--- src/rtl/pong_game_ctrl.sv ---
// Pong match sequencer: idle, serve countdown, play, pause, point hold and game over.
// Drives the image generator's run gate, ball re-serve, serve direction and scoreboard.
module pong_game_ctrl #(
  parameter int unsigned WIN_SCORE         = 7,
  parameter int unsigned SERVE_DELAY_TICKS = 60,
  parameter int unsigned POINT_HOLD_TICKS  = 30
) (
  input  logic       CLOCK_25,
  input  logic       reset_n,
  input  logic       key0,
  input  logic       key1,
  input  logic       tick,
  input  logic       p1_scored,
  input  logic       p2_scored,
  output logic       run,
  output logic       ball_reset,
  output logic       serve_left,
  output logic [3:0] score_p1,
  output logic [3:0] score_p2,
  output logic [2:0] winner_color,
  output logic [2:0] state,
  output logic [1:0] led_mode
);

  typedef enum logic [2:0] {
    ST_IDLE      = 3'd0,
    ST_SERVE     = 3'd1,
    ST_PLAY      = 3'd2,
    ST_PAUSED    = 3'd3,
    ST_POINT     = 3'd4,
    ST_GAME_OVER = 3'd5
  } state_e;

  localparam logic [3:0] WIN        = 4'(WIN_SCORE);
  localparam logic [7:0] SERVE_LAST = 8'(SERVE_DELAY_TICKS - 1);
  localparam logic [7:0] POINT_LAST = 8'(POINT_HOLD_TICKS - 1);

  // Bit 0 carries key0 (pause), bit 1 carries key1 (start/continue).
  logic [1:0] key_meta_q, key_sync_q, key_prev_q;
  logic [1:0] key_meta_d, key_sync_d, key_prev_d;
  logic       press0, press1;

  state_e     state_q, state_d;
  logic [7:0] cnt_q, cnt_d;
  logic [3:0] score_p1_q, score_p1_d, score_p2_q, score_p2_d;
  logic [3:0] p1_inc, p2_inc;
  logic [2:0] winner_q, winner_d;
  logic       serve_left_q, serve_left_d;
  logic       run_q, run_d;
  logic       ball_reset_q, ball_reset_d;

  always_comb begin
    key_meta_d = {key1, key0};
    key_sync_d = key_meta_q;
    key_prev_d = key_sync_q;
  end

  assign press0 = key_prev_q[0] & ~key_sync_q[0];
  assign press1 = key_prev_q[1] & ~key_sync_q[1];
  assign p1_inc = score_p1_q + 4'd1;
  assign p2_inc = score_p2_q + 4'd1;

  always_comb begin
    state_d      = state_q;
    cnt_d        = cnt_q;
    score_p1_d   = score_p1_q;
    score_p2_d   = score_p2_q;
    winner_d     = winner_q;
    serve_left_d = serve_left_q;
    case (state_q)
      ST_IDLE, ST_GAME_OVER: begin
        if (press1) begin
          state_d      = ST_SERVE;
          score_p1_d   = '0;
          score_p2_d   = '0;
          winner_d     = '0;
          serve_left_d = 1'b0;
        end
      end
      ST_SERVE: begin
        if (tick) begin
          if (cnt_q == SERVE_LAST) state_d = ST_PLAY;
          else                     cnt_d   = cnt_q + 8'd1;
        end
      end
      ST_PLAY: begin
        // A score pulse wins over a simultaneous pause press; p1 wins a double pulse.
        if (p1_scored) begin
          score_p1_d   = p1_inc;
          serve_left_d = 1'b0;
          if (p1_inc == WIN) begin
            state_d  = ST_GAME_OVER;
            winner_d = 3'b001;
          end else begin
            state_d = ST_POINT;
          end
        end else if (p2_scored) begin
          score_p2_d   = p2_inc;
          serve_left_d = 1'b1;
          if (p2_inc == WIN) begin
            state_d  = ST_GAME_OVER;
            winner_d = 3'b100;
          end else begin
            state_d = ST_POINT;
          end
        end else if (press0) begin
          state_d = ST_PAUSED;
        end
      end
      ST_PAUSED: begin
        if (press1) state_d = ST_PLAY;
      end
      ST_POINT: begin
        if (tick) begin
          if (cnt_q == POINT_LAST) state_d = ST_SERVE;
          else                     cnt_d   = cnt_q + 8'd1;
        end
      end
      default: state_d = ST_IDLE;
    endcase
    // Every state entry restarts the delay count, so an entry-cycle tick is never counted.
    if (state_d != state_q) cnt_d = '0;
    run_d        = (state_d == ST_PLAY);
    ball_reset_d = (state_d == ST_SERVE) && (state_q != ST_SERVE);
  end

  always_ff @(posedge CLOCK_25 or negedge reset_n) begin
    if (!reset_n) begin
      key_meta_q   <= '1;
      key_sync_q   <= '1;
      key_prev_q   <= '1;
      state_q      <= ST_IDLE;
      cnt_q        <= '0;
      score_p1_q   <= '0;
      score_p2_q   <= '0;
      winner_q     <= '0;
      serve_left_q <= 1'b0;
      run_q        <= 1'b0;
      ball_reset_q <= 1'b0;
    end else begin
      key_meta_q   <= key_meta_d;
      key_sync_q   <= key_sync_d;
      key_prev_q   <= key_prev_d;
      state_q      <= state_d;
      cnt_q        <= cnt_d;
      score_p1_q   <= score_p1_d;
      score_p2_q   <= score_p2_d;
      winner_q     <= winner_d;
      serve_left_q <= serve_left_d;
      run_q        <= run_d;
      ball_reset_q <= ball_reset_d;
    end
  end

  always_comb begin
    led_mode = 2'd1;
    case (state_q)
      ST_IDLE:      led_mode = 2'd0;
      ST_POINT:     led_mode = 2'd2;
      ST_GAME_OVER: led_mode = 2'd3;
      default:      led_mode = 2'd1;
    endcase
  end

  assign run          = run_q;
  assign ball_reset   = ball_reset_q;
  assign serve_left   = serve_left_q;
  assign score_p1     = score_p1_q;
  assign score_p2     = score_p2_q;
  assign winner_color = winner_q;
  assign state        = state_q;

endmodule
--- config.mk ---
export PLATFORM = sky130hd
export DESIGN_NAME = pong_game_ctrl
export DESIGN_NICKNAME = d
export VERILOG_FILES = /design/src/rtl/pong_game_ctrl.sv
export SDC_FILE = /design/constraint.sdc
export NUM_CORES = 1
export LEC_CHECK = 0
export ABC_AREA = 1
export BUFFER_PORTS_ARGS = -buffer_cell sky130_fd_sc_hd__buf_2
export CAP_MARGIN = 20
export CORE_MARGIN = 1.5
export CORE_UTILIZATION = 50
export CTS_CLUSTER_SIZE = 14
export DETAILED_ROUTE_END_ITERATION = 8
export PLACE_DENSITY = 0.74
export SETUP_SLACK_MARGIN = 0.2
export SYNTH_ARGS = -nofsm -noshare
export SYNTH_HDL_FRONTEND = slang
export SYNTH_SLANG_ARGS = --single-unit
--- constraint.sdc ---
create_clock -name CLOCK_25 -period 1.48 [get_ports CLOCK_25]
set_input_delay 0.296 -clock CLOCK_25 [delete_from_list [all_inputs] [get_ports CLOCK_25]]
set_output_delay 0.296 -clock CLOCK_25 [all_outputs]
set_load 0.05 [all_outputs]
==> results of run 1 <==
cell type report:
class | instances | share of cell area (%)
flip-flops and latches | 30 | 29.5
repair buffers | 62 | 22.1
inverters | 30 | 4.79
well taps | 44 | 2.11
clock buffers | 7 | 2.11
clock inverters | 1 | 0.192
multi-input cells | 142 | 39.2
power by group:
group | switching (mW) | leakage, nW | internal [mW] | total, mW
sequential | 0.111 | 0.374 | 0.930 | 1.04
clock | 0.292 | 0.0353 | 0.230 | 0.522
combinational | 1.01 | 0.810 | 0.739 | 1.75
total | 1.41 | 1.22 | 1.90 | 3.31
worst min-delay path by stage:
| stage | end | slack (ps) | depth (start not counted) |
|---|---|---|---|
| floorplan | ball_reset$_DFF_PN0_ | 0.4 | 0 |
| global placement | score_p2[3]$_DFFE_PN0P_ | 320 | 2 |
| detailed placement | score_p2[3]$_DFFE_PN0P_ | 330 | 2 |
| CTS | key_meta_q[1]$_DFF_PN1_ | 50 | 1 |
| global route | key_meta_q[1]$_DFF_PN1_ | 30 | 1 |
| finish | key_meta_q[1]$_DFF_PN1_ | 40 | 1 |
critical path, cell delays in order (launching register included):
cell and delay, ps:
dfrtp_1 420, ha_2 210, inv_2 50, nor2_2 90
nand2_1 90, o21ai_1 150, nand2_1 130, nor2_4 170
nand2_2 100, nand2_2 80, nand3_4 140, nor2_1 160
cell usage in the layout, fill, tap and decap left out, drive strengths merged:
cell         instances
nand4                6
a31oi                1
nand3               11
or2                  1
dfrtp               24
xnor2                3
xor2                 5
o21a                 1
nor3                 3
nor2                33
buf                 61
conb                 1
dfstp                6
clkbuf               7
nand2               46
o21ai               20
dlygate4sd3          1
clkinv               3
and2                 1
a21oi                4
ha                   6
inv                 28
per-stage QoR:
step                      instance area (µm²)  hold slack, ps  utilization (%)  TNS, ps  setup WS [ps]
final                                    2610            44.3             84.1    -4460           -395
after global routing                     2610            27.2             84.1    -5530           -480
after CTS                                2350            45.8             75.6    -1060           -125
after detailed placement                 2040             326             65.7    -1050           -135
after global placement                   2040             323             65.7     -824           -119
after floorplan                          1720           0.409                -     -874           -103
repair_timing:
item | in CTS | in global routing
endpoints found under the hold margin | 24 | 0
pin swaps | 4 | 16
hold buffers | 1 | 0
gates resized for setup | 56 | 59
endpoints found under the setup margin | 36 | 39
buffers inserted | 9 | 8
state kept, by name, indices dropped and copies added, names as in the netlist:
name	cells
key_meta_q	2
key_prev_q	2
score_p1	4
cnt_q	8
winner_color	2
serve_left	1
run	1
ball_reset	1
state	3
key_prev_d	2
score_p2	4
layer usage:
metal | routed length [µm] | share of wire (%)
met5 | 0 | 0
met4 | 320 | 5.5
met3 | 551 | 9.4
met2 | 2820 | 48
met1 | 2140 | 37
logic make-up after synthesis:
| logic type | synth area share (%) |
|---|---|
| AOI/OAI and AO/OA | 9.17 |
| buffers and inverters | 7.22 |
| DFF | 45.6 |
| adders and majority gates | 4.51 |
| xor gates and xnor gates | 4.21 |
| other | 0.225 |
| and+or+nand+nor | 29.1 |
==> flow_summary.ini, run 1 <==
[status]
status = complete, but fails checks
violations = setup timing

[synth]
seq_area_frac_synth_pct = 45.6
ys_top_cells_by_count = nand2_1 (41), inv_1 (28), nor2_1 (26)
synth_edf_count = 0
synth_cell_types = 28
yosysTopAreaCellShare_pct = 36.1
syn-cell-area_mm2 = 0.00166
yosysTopAreaCell = dfrtp_1
netlist_instances = 203
post-synth-top-count-cell = nand2_1
yosys_warnings = 0
syn-num-nets = 216
synthArstFlopShare_pct = 100
syn_avg_cell_area_um2 = 8.20
synthTopCellsByArea = dfrtp_1 (36%), dfstp_2 (9.5%), nand2_1 (9.2%)
synthFlopType = dfrtp_1
ys_ff_latch = 30

[sta]
skew_ps = 13.3
rsz0062_at_grt = yes
fin_crit_ps = 1870
slew_viol_final = 0
setup_slack_ps = -395
min_period_over_period_pct = 127
finalSetupViolations = 17
finalHoldViolations = 0
maxClockFrequency_ghz = 0.533

[clock_network]
cts_tree = yes
cts.sink_count = 30
ctsLongestPathBuffers = 2
cts_buffers = 5
htreeDepth = 2
cts.clk_slew.worst_paths_ps = 90
clock_latency_ps = 350
cts_root_buf = clkbuf_4

[floorplan]
die_h_um = 60.7
die_area_mm2 = 0.00368
fp.coreArea_mm2 = 0.00310
boundaryPins = 26
start_util_pct = 53.6
core.rowCount = 20
die_w_um = 60.7

[worst_setup_path]
crit_type = reg -> reg
cp.required_ps = 1750
reg2reg_slack_ps = -390
critPathLaunch = cnt_q[1]$_DFFE_PN0P_
critPathMaxFanout = 8
crit-reg2reg-launch = cnt_q[1]$_DFFE_PN0P_
regToRegEndpoint = cnt_q[5]$_DFFE_PN0P_
worst-endpoint-arrival_ps = 2140
start_kind = flip-flop
reg2reg_depth = 11
critical_path.endpoint = cnt_q[5]$_DFFE_PN0P_
endpoint_kind = flip-flop

[layout]
synthToLayoutAreaGrowth_pct = 56.8
drive_above_1_share_pct = 52.2
fin_cells = 316
area.sequential_um2 = 769
multi_input_area_mm2 = 0.00102
diodes = 0
fillers = 147
layout.nets = 284

[detailed_routing]
ant_nets = 0
drc = 0
drt_wl_total_um = 5830
wl_per_cell_um = 18.5
drtIter0Drc = 256
via_count = 1852
vias_per_cell = 5.86
first_pass_iters = 7

[pwr]
vdd_drop_max_mv = 0.657
p_total_mw = 3.31
powerDensity_mw_per_mm2 = 1270
p_leak_nw = 1.22

[global_routing]
grt_first_pass_wirelength_um = 6710
gr-total-overflow = 0
grtUsageMet2_pct = 42.4
use_met1_pct = 29.2
antenna_found_initial = 0
grt_pass1_vias = 1526
grtUsageMet3_pct = 6.82
grt_start_max_net_pins = 31
grt-busiest-layer = met2
grt_usage_pct = 25.3

[placed_design]
dp_hpwl_um = 2420
placement.io_buffers = 24
place_congestion = 0.803
place_inst = 290

[run]
maxCapViolCount = 0

[worst_hold_path]
hold_start = key1
hold_path.class = in -> reg
No activity file was read; power rests on OpenSTA's default activity.
==> run 2, diff against run 1 <==
--- a/config.mk
+++ b/config.mk
@@ -8,8 +8,10 @@
 export ABC_AREA = 1
 export BUFFER_PORTS_ARGS = -buffer_cell sky130_fd_sc_hd__buf_2
 export CAP_MARGIN = 20
+export CELL_PAD_IN_SITES_DETAIL_PLACEMENT = 0
+export CELL_PAD_IN_SITES_GLOBAL_PLACEMENT = 1
 export CORE_MARGIN = 1.5
-export CORE_UTILIZATION = 50
+export CORE_UTILIZATION = 37
 export CTS_CLUSTER_SIZE = 14
 export DETAILED_ROUTE_END_ITERATION = 8
 export PLACE_DENSITY = 0.74
==> run 2 against run 1 <==
Compared with the run above:
- critical path depth fell by 6
- the run still ends with setup timing left
- critical endpoint is now led_mode[1]
- via count fell by 20%
- highest routed layer unchanged
- register-to-register slack improved by 270 ps
- hold slack got worse by 31 ps
- count of clock-buffer cells in the layout fell by 1
- fmax rose by 15%
- sequential cell count did not move
- utilization fell by 24 points
- global-route usage fell by 8.9 points
- clock power rose by 33%
==> flow_summary.ini, run 2 (synthesized netlist as in run 1, its figures left out) <==
[pwr]
p_leak_nw = 1.20
p_total_mw = 3.26
vdd_drop_max_mv = 0.777
powerDensity_mw_per_mm2 = 1250

[layout]
fin_util_pct = 59.9
diodes = 0
mostFrequentLayoutCells = nand2_1 (30), buf_4 (28), inv_1 (19)
final_common_cell = nand2_1
layout.nets = 286
synthToLayoutAreaGrowth_pct = 56.8
regMostFlops = cnt_q
final_area_mm2 = 0.00261
largest_register_ff_count = 8
fin_cells = 326
drive_above_1_share_pct = 59.1
fillers = 385

[worst_setup_path]
cp.required_ps = 1180
endpoint_kind = primary output
crit_chain = inv_4 -> nand3_2 -> buf_4 -> nand2_2 -> buf_8
timing.critical_path.buf_inv = 3
slowest_delay_ps = 450
critical-path-top-delay-family = flip-flops
worst_path_max_delay_cell = dfrtp_2
start_kind = flip-flop
worst-endpoint-arrival_ps = 1340
critPathMaxFanout = 4
crit_type = reg -> out

[sta]
rsz0062_at_grt = yes
tns_ps = -1260
finalSetupViolations = 17
fin_hold_ws_ps = 13.5
slew_viol_final = 0
finalHoldViolations = 0
min_period_over_period_pct = 110
skew_ps = 8.67
fin_crit_ps = 1630
setup_slack_ps = -153
maxClockFrequency_ghz = 0.612

[clock_network]
cts_tree = yes
cts.sink_count = 30
ctsLongestPathBuffers = 2
cts_root_buf = clkbuf_8
cts_buffers = 5
cts.clk_slew.worst_paths_ps = 70
clock_latency_ps = 280
htreeDepth = 2

[floorplan]
die_w_um = 70.1
fp.coreArea_mm2 = 0.00435
start_util_pct = 38.2
die_area_mm2 = 0.00491
die_h_um = 70.1
core.rowCount = 24
boundaryPins = 26

[global_routing]
gr-total-overflow = 0
grt_first_pass_wirelength_um = 6380
grt_start_max_net_pins = 31
grt_pass1_vias = 1400
grt_usage_pct = 16.4
antenna_found_initial = 0

[placed_design]
place_congestion = 0.830
place_inst = 303
dp_hpwl_um = 2660
placement.io_buffers = 24
dpl_cell_area_mm2 = 0.00209
pre_cts_ws_ps = -160

[status]
violations = setup timing
status = complete, but fails checks

[detailed_routing]
drtIter0Drc = 78
vias_per_cell = 4.53
via_count = 1476
drc = 0
first_pass_iters = 4
ant_nets = 0
wl_per_cell_um = 12.0
drt_wl_total_um = 3920

[worst_hold_path]
hold_path.class = in -> async

[run]
maxCapViolCount = 0
-- run 2: changes by cell type in the layout (fill, tap and decap cells not counted), moves of 5 or more --
cell	before	now
nor2_1	15	10
inv_2	4	9
nand2_1	36	30
nand2_2	5	15
clkbuf_8	1	6
nor2_2	9	16
-- run 2: timing repair --
item / CTS / global route
gates resized for setup: 30 / 78
pin swaps: 13 / 20
hold buffers: 0 / 0
setup buffers: 7 / 8
endpoints found under the setup margin: 28 / 32
cloned: 0 / 0
-- run 2: per-layer routing --
| metal | wire length (µm) | vias up | global-route usage [%] |
|---|---|---|---|
| li1 | - | 782 | - |
| met1 | 1960 | 661 | 23.4 |
| met2 | 1810 | 29 | 24.6 |
| met3 | 125 | 4 | 3.90 |
| met4 | 31 | 0 | 5.13 |
| met5 | 0 | - | 0 |
-- run 2: where the power goes --
| part | leakage [nW] | switching (mW) | internal, mW |
|---|---|---|---|
| Clock | 0.0472 | 0.320 | 0.373 |
| Combinational | 0.781 | 0.904 | 0.637 |
| Sequential | 0.374 | 0.0909 | 0.930 |
-- run 2: final timing paths --
check,end,slack [ps],depth (start not counted),start
min,serve_left$_DFFE_PN0P_,10,2,reset_n
max,led_mode[1],-150,5,state[1]$_DFF_PN0_
min reg2reg,key_prev_d[1]$_DFF_PN1_,360,0,key_meta_q[1]$_DFF_PN1_
min in group CLOCK_25,key_meta_q[0]$_DFF_PN1_,110,1,key0
max in group asynchronous,key_meta_q[0]$_DFF_PN1_,1150,2,reset_n
max reg2reg,cnt_q[7]$_DFFE_PN0P_,-120,9,state[2]$_DFF_PN0_
-- run 2: layout make-up --
type                            count  area, µm²  area share [%]
Multi-Input combinational cell    142       1020            39.2
Inverter                           30        120            4.60
Timing Repair Buffer               64        538            20.6
Clock buffer                        6       82.6            3.16
Tap cell                           52       65.1            2.49
Clock inverter                      2       12.5           0.479
Sequential cell                    30        769            29.5
